[src/rtl/game_pkg.sv]
// Shared game constants for the pixel-clock video/game pipeline.
// Screen geometry, coordinate width, sprite size and bullet pool size.
package game_pkg;
   localparam int SCREEN_W    = 640;
   localparam int SCREEN_H    = 480;
   localparam int COORD_W     = 10;
   localparam int SPRITE_SIZE = 32;
   localparam int MAX_BULLETS = 8;
endpackage

[src/rtl/slot_alloc.sv]
// Lowest-index free slot finder for the bullet pool (combinational).
// Ports: active (slot valid flags) -> idx (lowest free), any_free.
module slot_alloc
   import game_pkg::*;
#(
   parameter int N  = MAX_BULLETS,
   parameter int IW = $clog2(N)
) (
   input  logic [N-1:0]  active,
   output logic [IW-1:0] idx,
   output logic          any_free
);

   // Scan from the top so the lowest free index wins.
   always_comb begin
      idx      = '0;
      any_free = 1'b0;
      for (int k = N - 1; k >= 0; k--) begin
         if (!active[k]) begin
            idx      = IW'(k);
            any_free = 1'b1;
         end
      end
   end

endmodule

[src/rtl/player_bullet_controller.sv]
// Player bullet pool: spawn on fire, move up on a timer, free on hit/exit.
// Ports: clk25, reset_n (sync, active low), player_x/y, fire, bullet_hit
//   -> bullet_x/y_flat (slot k at [k*10 +: 10]), bullet_active_flat,
//   fire_ok (spawn pulse), active_count (popcount, one cycle behind).
// Option: define AUTO_FIRE_EN to fire on the level instead of the edge.
module player_bullet_controller
   import game_pkg::*;
#(
   parameter int          BULLET_COUNT   = 8,
   parameter logic [19:0] MOVE_PERIOD    = 20'd262143,
   parameter int          BULLET_SPEED   = 4,
   parameter logic [15:0] FIRE_COOLDOWN  = 16'd50000,
   parameter int          SPAWN_X_OFFSET = 15,
   parameter int          SPAWN_Y_OFFSET = 8
) (
   input  logic                           clk25,
   input  logic                           reset_n,
   input  logic [9:0]                     player_x,
   input  logic [9:0]                     player_y,
   input  logic                           fire,
   input  logic [BULLET_COUNT-1:0]        bullet_hit,
   output logic [10*BULLET_COUNT-1:0]     bullet_x_flat,
   output logic [10*BULLET_COUNT-1:0]     bullet_y_flat,
   output logic [BULLET_COUNT-1:0]        bullet_active_flat,
   output logic                           fire_ok,
   output logic [3:0]                     active_count
);

   localparam int CW = COORD_W;
   localparam int IW = $clog2(BULLET_COUNT);
   localparam int FW = CW * BULLET_COUNT;

   localparam logic [CW-1:0] SPD = CW'(BULLET_SPEED);
   localparam logic [CW-1:0] SPX = CW'(SPAWN_X_OFFSET);
   localparam logic [CW-1:0] SPY = CW'(SPAWN_Y_OFFSET);

   logic [FW-1:0]           r_x;
   logic [FW-1:0]           r_y;
   logic [BULLET_COUNT-1:0] r_active;
   logic                    r_fire_ok;
   logic [3:0]              r_count;
   logic [19:0]             r_move_cnt;
   logic [15:0]             r_cooldown;
   logic                    r_fire_prev;

   logic [IW-1:0]           w_idx;
   logic                    w_any_free;
   logic                    w_req;
   logic                    w_tick;
   logic                    w_spawn;
   logic [CW-1:0]           w_spawn_x;
   logic [CW-1:0]           w_spawn_y;
   logic [FW-1:0]           w_x_n;
   logic [FW-1:0]           w_y_n;
   logic [BULLET_COUNT-1:0] w_act_n;
   logic [3:0]              w_count;

   // Allocation looks only at the registered vector, so a slot freed
   // this cycle cannot be reused until the next one.
   slot_alloc #(
      .N  (BULLET_COUNT),
      .IW (IW)
   ) u_alloc (
      .active   (r_active),
      .idx      (w_idx),
      .any_free (w_any_free)
   );

`ifdef AUTO_FIRE_EN
   assign w_req = fire;
`else
   assign w_req = fire & ~r_fire_prev;
`endif

   assign w_tick    = (r_move_cnt == MOVE_PERIOD);
   assign w_spawn   = w_req && (r_cooldown == 16'd0) && w_any_free;
   assign w_spawn_x = player_x + SPX;
   assign w_spawn_y = (player_y < SPY) ? '0 : player_y - SPY;

   always_comb begin
      w_x_n   = r_x;
      w_y_n   = r_y;
      w_act_n = r_active;
      w_count = '0;
      for (int k = 0; k < BULLET_COUNT; k++) begin
         w_count = w_count + {3'b000, r_active[k]};
         // Hit wins over movement; retired slots keep their last x/y.
         if (bullet_hit[k]) begin
            w_act_n[k] = 1'b0;
         end else if (w_tick && r_active[k]) begin
            if (r_y[k*CW +: CW] < SPD)
               w_act_n[k] = 1'b0;
            else
               w_y_n[k*CW +: CW] = r_y[k*CW +: CW] - SPD;
         end
         // Spawn targets a slot that was inactive, so it is never moved.
         if (w_spawn && (w_idx == IW'(k))) begin
            w_x_n[k*CW +: CW] = w_spawn_x;
            w_y_n[k*CW +: CW] = w_spawn_y;
            w_act_n[k]        = 1'b1;
         end
      end
   end

   always_ff @(posedge clk25) begin
      if (!reset_n) begin
         r_x         <= '0;
         r_y         <= '0;
         r_active    <= '0;
         r_fire_ok   <= 1'b0;
         r_count     <= '0;
         r_move_cnt  <= '0;
         r_cooldown  <= '0;
         r_fire_prev <= 1'b0;
      end else begin
         r_x         <= w_x_n;
         r_y         <= w_y_n;
         r_active    <= w_act_n;
         r_fire_ok   <= w_spawn;
         r_count     <= w_count;
         r_fire_prev <= fire;
         r_move_cnt  <= w_tick ? 20'd0 : r_move_cnt + 20'd1;
         if (w_spawn)
            r_cooldown <= FIRE_COOLDOWN;
         else if (r_cooldown != 16'd0)
            r_cooldown <= r_cooldown - 16'd1;
      end
   end

   assign bullet_x_flat      = r_x;
   assign bullet_y_flat      = r_y;
   assign bullet_active_flat = r_active;
   assign fire_ok            = r_fire_ok;
   assign active_count       = r_count;

endmodule

[config.mk]
export PLATFORM = sky130hd
export DESIGN_NAME = player_bullet_controller
export DESIGN_NICKNAME = d
export VERILOG_FILES = /design/src/rtl/game_pkg.sv /design/src/rtl/slot_alloc.sv /design/src/rtl/player_bullet_controller.sv
export SDC_FILE = /design/constraint.sdc
export NUM_CORES = 1
export LEC_CHECK = 0
export ABC_AREA = 1
export CELL_PAD_IN_SITES_DETAIL_PLACEMENT = 0
export CELL_PAD_IN_SITES_GLOBAL_PLACEMENT = 2
export CORE_ASPECT_RATIO = 1.5
export CORE_MARGIN = 2
export CORE_UTILIZATION = 32
export CTS_CLUSTER_DIAMETER = 80
export DETAILED_ROUTE_END_ITERATION = 6
export DONT_BUFFER_PORTS = 1
export GPL_TIMING_DRIVEN = 0
export PLACE_DENSITY_LB_ADDON = 0.12
export SETUP_SLACK_MARGIN = 0.1
export SLEW_MARGIN = 20
export SYNTH_ARGS = -nofsm -noshare
export SYNTH_HDL_FRONTEND = slang
export SYNTH_SLANG_ARGS = --single-unit
[constraint.sdc]
create_clock -name clk25 -period 2.5 [get_ports clk25]
set_input_delay 0.375 -clock clk25 [delete_from_list [all_inputs] [get_ports clk25]]
set_output_delay 0.375 -clock clk25 [all_outputs]
set_load 0.1 [all_outputs]
==> metrics.md <==
| Metric | Value |
|---|---|
| Synth top area cells | dfxtp_1 41%, nand2_1 9.1%, nor2_1 7.6%, a21oi_1 7.5%, o21ai_0 7.4% |
| Post-synth cell types | 42 |
| WL/cell | 20.8 µm |
| Die Width | 149 µm |
| Setup WS pre-CTS | -0.584 ns |
| Die extent in y | 222 µm |
| # DRC | 0 |
| Port bufs | 0 |
| Failing checks | setup timing |
| Hold Path Class | in -> reg |
| Final ANT Viol Nets | 0 |
| Cts bufs inserted | 24 |
| Post-synth EDFFs | 0 |
| Design area | 12,100 µm² |
| Post-Place Cell Area | 10,700 µm² |
| Register area share after synthesis | 0.414 |
| CTS tree | done |
| CP Max Fanout | 6 |
| Pin count of the biggest net entering global routing | 14 |
| Max Clk Rate | 334 MHz |
| H-Tree Depth | 1 |
| Worst-path cell with the longest stage delay | dfxtp_4 |
| Antenna violations before repair | 0 |
| Fin. Hold Viols | 0 |
| Crit Path Category | reg -> reg |
| Root buf cell | clkbuf_16 |
| Startpoint types | flop |
| CTS sink count | 210 |
| Final worst setup slack | -0.497 ns |
| Pwr Density | 779 nW/µm² |
| Worst-Skew Late Latency | 0.53 ns |
| Final period util | 1.20 |
| Async S/R FF share, synth | 0 |
| Mapped Nets | 1,478 |
| # setup viols final | 4 |
| Critical path capture point type | flop |
| Vias per cell | 5.04 |
| Detailed placement HPWL | 30.4 mm |
| Normalized max-slew margin | 0.232 |
| CP required | 2.97 ns |
| Worst slew pin tran | 1.14 ns |
| Unrepaired setup endpoints after global routing | true |
| Starting Density | 0.326 |
| Area delta synth->final | 19.7% |
| First-pass GRT wire length | 60.0 mm |
| Max incr delay on CP | 0.60 ns |
| Yosys top cell by area | dfxtp_1 |
| Fraction of layout instances using a drive strength above 1 | 0.153 |
| Pins over their slew limit | 0 |
| Layout filler cell count | 3,388 |
| Top FF cell, synth | dfxtp_1 |
| GRT overflow | 0 |
| Fin crit period | 3.00 ns |
| DRT Wirelength | 39.5 mm |
| MaxCap Viol Count | 0 |
| P_leak | 5.24 nW |
| Most frequent CP cell | fa_1 |
| Initial DRC count | 453 |
| Core region area | 31,100 µm² |
| Clock Pin Slew Worst Setup and Hold Paths | 0.06 ns |
| Critical Path, Cell by Cell | fa_1 -> inv_2 -> fa_1 -> fa_1 -> inv_2 -> ha_4 -> fa_2 -> nand2_1 -> inv_1 |
| Drt pass-1 iters | 5 |
| Die Footprint | 33,200 µm² |
| Vias in the first global route | 9,602 |
| Antenna cells | 0 |
| Synth Cell Area | 10,100 µm² |
| Synth warn | 0 |
| Status | finished with violations |
| Vias | 9,541 |
| GRT Util Overall | 0.237 |
| Final estimated routing congestion in global placement | 0.798 |
| Synthesized instance count | 1,427 |
| CP arrival | 3.47 ns |
| I/O pin cnt | 204 |
| Clock skew | 0.00744 ns |
| FP Rows | 79 |
| Setup TNS | -1.16 ns |
| Clock buffer depth | 3 |
| Layout Nets | 1,522 |
| Maximum vdd drop | 449 µV |
| Syn_area_per_cell | 7.11 µm² |
| Post-synth top area share | 0.414 |
| Number of synthesized register bits | 210 |
through the flow:
stage / power (mW) / utilization / cells / hold WS (ns)
after global routing: 9.89 / 0.390 / 1893 / 0.0542
after global placement: 5.63 / 0.343 / 1832 / 0.429
after detailed placement: 5.63 / 0.344 / 1833 / 0.441
final: 9.45 / 0.390 / 1893 / 0.0505
after CTS: 9.54 / 0.381 / 1884 / 0.0313
after floorplan: 5.19 / - / 1427 / 0.418
kinds of logic after synthesis:
logic type | count (synthesis) | synth area share
DFF | 210 | 0.414
and+or+nand+nor | 617 | 0.263
adders and majority gates | 20 | 0.0276
xor gates and xnor gates | 68 | 0.0587
AOI/OAI and AO/OA | 320 | 0.163
buffers and inverters | 192 | 0.0735
per-layer routing:
metal | vias up | track usage | routed length (µm)
met1 | 4419 | 0.257 | 14700
met3 | 59 | 0.0560 | 2750
met5 | - | 0 | 0
met4 | 0 | 0.0688 | 1110
li1 | 4776 | - | -
met2 | 287 | 0.447 | 20900
synth_stat cells, types with 2 or more instances:
cell type	n
inv_2	2
fa_1	4
nor2_2	9
a21oi_1	151
nand2_1	246
nor3_1	28
nor2_1	205
inv_1	146
o21ai_0	149
xnor2_1	20
buf_1	2
clkbuf_2	2
nand3b_1	9
nor2_4	3
nor3_2	2
buf_2	18
or2_2	7
nand2_2	4
a31oi_1	2
clkbuf_1	22
o21bai_1	3
nand4_1	18
ha_1	16
nor3b_1	4
xor2_1	48
o211ai_1	2
nand3_1	75
dfxtp_1	210
a211oi_1	7
critical path, delay by kind of cell, from the launching register on:
family        cells  cell delay [ns]
simple gates      1             0.05
buf+inv           3             0.19
flops             1             0.60
fa+ha+maj         5             2.09
layout by cell type (no fill, tap or decap), types with 18 or more instances in the layout:
cell type    n
a21oi_1    149
buf_4       18
clkbuf_1    22
clkbuf_16   27
dfxtp_1    151
dfxtp_2     43
inv_1      140
nand2_1    227
nand2_2     20
nand3_1     69
nand4_1     18
nor2_1     191
nor3_1      27
o21ai_0    148
xor2_1      46
final timing paths:
check / from / cells past startpoint / end / slack [ns]
setup reg to reg: bullet_active_flat[3] / 9 / active_count[1] / -0.50
setup / recovery: bullet_active_flat[3] / 9 / active_count[1] / -0.50
hold / removal: bullet_hit[1] / 3 / bullet_active_flat[1] / 0.05
hold reg to reg: r_move_cnt[0] / 1 / r_move_cnt[0] / 0.46
sequential cells by signal (all words and copies together) (netlist names):
name,cells
r_move_cnt,20
r_cooldown,16
bullet_y_flat,80
active_count,4
bullet_x_flat,80
bullet_active_flat,8
r_fire_prev,1
fire_ok,1
repair_timing:
item,CTS,global route
hold endpoints to repair,2,0
setup endpoints to repair,171,163
buffers inserted,6,9
hold buffers,2,0
cloned,0,0
resized for setup,76,71
pin swaps,5,12
power by group:
part | internal (mW) | switching (mW)
Sequential | 3.49 | 0.677
Combinational | 0.469 | 0.972
Clock | 2.32 | 1.53
final cells by class:
| class | count | area [µm²] | share of cell area |
|---|---|---|---|
| Tap cell | 405 | 507 | 0.0417 |
| Sequential cell | 210 | 4320 | 0.356 |
| Clock inverter | 11 | 144 | 0.0118 |
| Multi-Input combinational cell | 1025 | 5520 | 0.455 |
| Buffer | 44 | 228 | 0.0188 |
| Timing Repair Buffer | 18 | 153 | 0.0126 |
| Clock buffer | 32 | 714 | 0.0588 |
| Inverter | 148 | 559 | 0.0461 |
Power figures use the tool's default switching activity.
==> RTL edit, RTL diff (config.mk and constraints unchanged) <==
Add a define of `AUTO_FIRE_EN`.
--- a/src/rtl/player_bullet_controller.sv
+++ b/src/rtl/player_bullet_controller.sv
@@ -4,4 +4,6 @@
 //   fire_ok (spawn pulse), active_count (popcount, one cycle behind).
 // Option: define AUTO_FIRE_EN to fire on the level instead of the edge.
+`define AUTO_FIRE_EN
+
 module player_bullet_controller
    import game_pkg::*;
Function: no difference found for any inputs over 4 cycles, from zero or initial values and one cycle with reset_n low; that may be too few to reach the edited logic, so the function may still have changed.
==> RTL edit against the unedited design <==
The run still ends with setup timing left; sequential cell count fell by 1; worst setup slack improved by 0.0094 ns; design area rose by 0.18%; total power rose by 6.3%; wire length fell by 3.5%; critical endpoint unchanged; clock power rose by 4%; non-clock buffer count fell by 6; combinational power rose by 17%; final cell count fell by 0.95%; area after synthesis rose by 3.7%.
==> RTL edit: results (changes against the unedited design) <==
Clock Skew 0.0165 ns (was 0.00744 ns); beginning of the critical path bullet_active_flat[1]$_SDFFE_PN0P_ (was bullet_active_flat[3]$_SDFFE_PN0P_); met2 routed WL 19700 µm (was 20900 µm); P_seq 4.37 mW (was 4.16 mW); Worst Hold End bullet_active_flat[0]$_SDFFE_PN0P_ (was bullet_active_flat[1]$_SDFFE_PN0P_); post-synth cell types 48 (was 42); Hold Startpoint bullet_hit[0] (was bullet_hit[1]); worst ir drop on vdd 0.000935 V (was 0.000449 V); post-synthesis sequential area ratio 39.8% (was 41.4%); gpl congestion 0.789 (was 0.798); syn_nets 1460 (was 1478); Rel. slew slack 22.4% (was 23.2%); Hold Path Class in2reg (unchanged); LEAKAGE 5.55 nW (was 5.24 nW); failing checks setup timing (unchanged); most instantiated cells after synthesis 215 x nand2_1, 209 x dfxtp_1, 160 x nor2_1 (was 246 x nand2_1, 210 x dfxtp_1, 205 x nor2_1); Logic pwr share 16.8% (was 15.2%); Tot GR Track Use 21.6% (was 23.7%); final hold slack 0.0195 ns (was 0.0505 ns); Post-DP HPWL 29000 µm (was 30400 µm); outcome complete, but fails checks (unchanged); post-route worst setup slack -0.487 ns (was -0.497 ns); Metal-1 WL 14500 µm (was 14700 µm); Detailed Route Iter0 Violations 419 (was 453); Setup TNS Final -1.35 ns (was -1.16 ns); grt met3 use 7.31% (was 5.60%); met1 usage 23.2% (was 25.7%); grt met2 use 40.4% (was 44.7%); share of post-route cells with drive strength above 1 15.7% (was 15.3%); DR WL met3 3020 µm (was 2750 µm); WP data arrival 3.46 ns (was 3.47 ns); hold path depth 2 (was 3); vias in the first global route 9301 (was 9602); first-pass GRT wire length 57400 µm (was 60000 µm); vias per inst 4.99 (was 5.04); net load switching power 3.50 mW (was 3.18 mW); peak fanout along the critical path 7 (was 6); final setup fails 4 (unchanged)
## RTL edit: changes by cell type after synthesis, sizes merged, moves of 3 or more
cell / delta
nand3: +9
xnor2: +6
inv: +17
clkbuf: -3
nor2: -30
nor3b: +5
or2: -5
nor3: -9
a211oi: +8
xor2: -9
buf: +8
o21ai: +3
nand2: -18
a21oi: -5
## RTL edit: timing repair
| action | CTS | global route |
|---|---|---|
| resized for setup | 22 | 36 |
| endpoints found under the setup margin | 164 | 119 |
| hold endpoints to repair | 3 | 0 |
| hold buffers | 3 | 0 |
| setup buffers | 1 | 3 |
| pin swaps | 2 | 3 |
## RTL edit: area by class of cell
cell class / instances / area [µm²]
clock buffer: 35 / 746
antenna: 1 / 2.50
buffer: 49 / 283
multi-input combinational: 984 / 5510
clock inverter: 8 / 145
sequential: 209 / 4260
fill: 3457 / 20400
tap: 415 / 519
timing repair buffer: 7 / 63.8
inverter: 167 / 634
## RTL edit: cell families after synthesis
logic type,synth area share [%]
flops,39.8
fa+ha+maj,2.67
buf+inv,8.52
xor+xnor,5.41
simple gates,26.6
compound gates,17.0
## RTL edit: per-stage QoR
stage	cells	power [mW]	setup WS, ns	utilization, %	area [µm²]
finish	1875	10.1	-0.487	37.4	12200
global route	1874	10.5	-0.568	37.4	12200
CTS	1871	10.2	-0.496	37.0	12000
detailed placement	1824	6.14	-0.482	34.1	11100
global placement	1824	6.15	-0.540	34.0	11100
floorplan	1409	5.68	-0.358	-	10500
## RTL edit: critical path, cell delays in order, from the launching register on
cell and delay, ns:
dfxtp_4 0.63, fa_1 0.46, inv_1 0.08, fa_1 0.42, fa_1 0.51, inv_2 0.05
ha_4 0.15, fa_2 0.51, nand2_1 0.05, inv_1 0.07
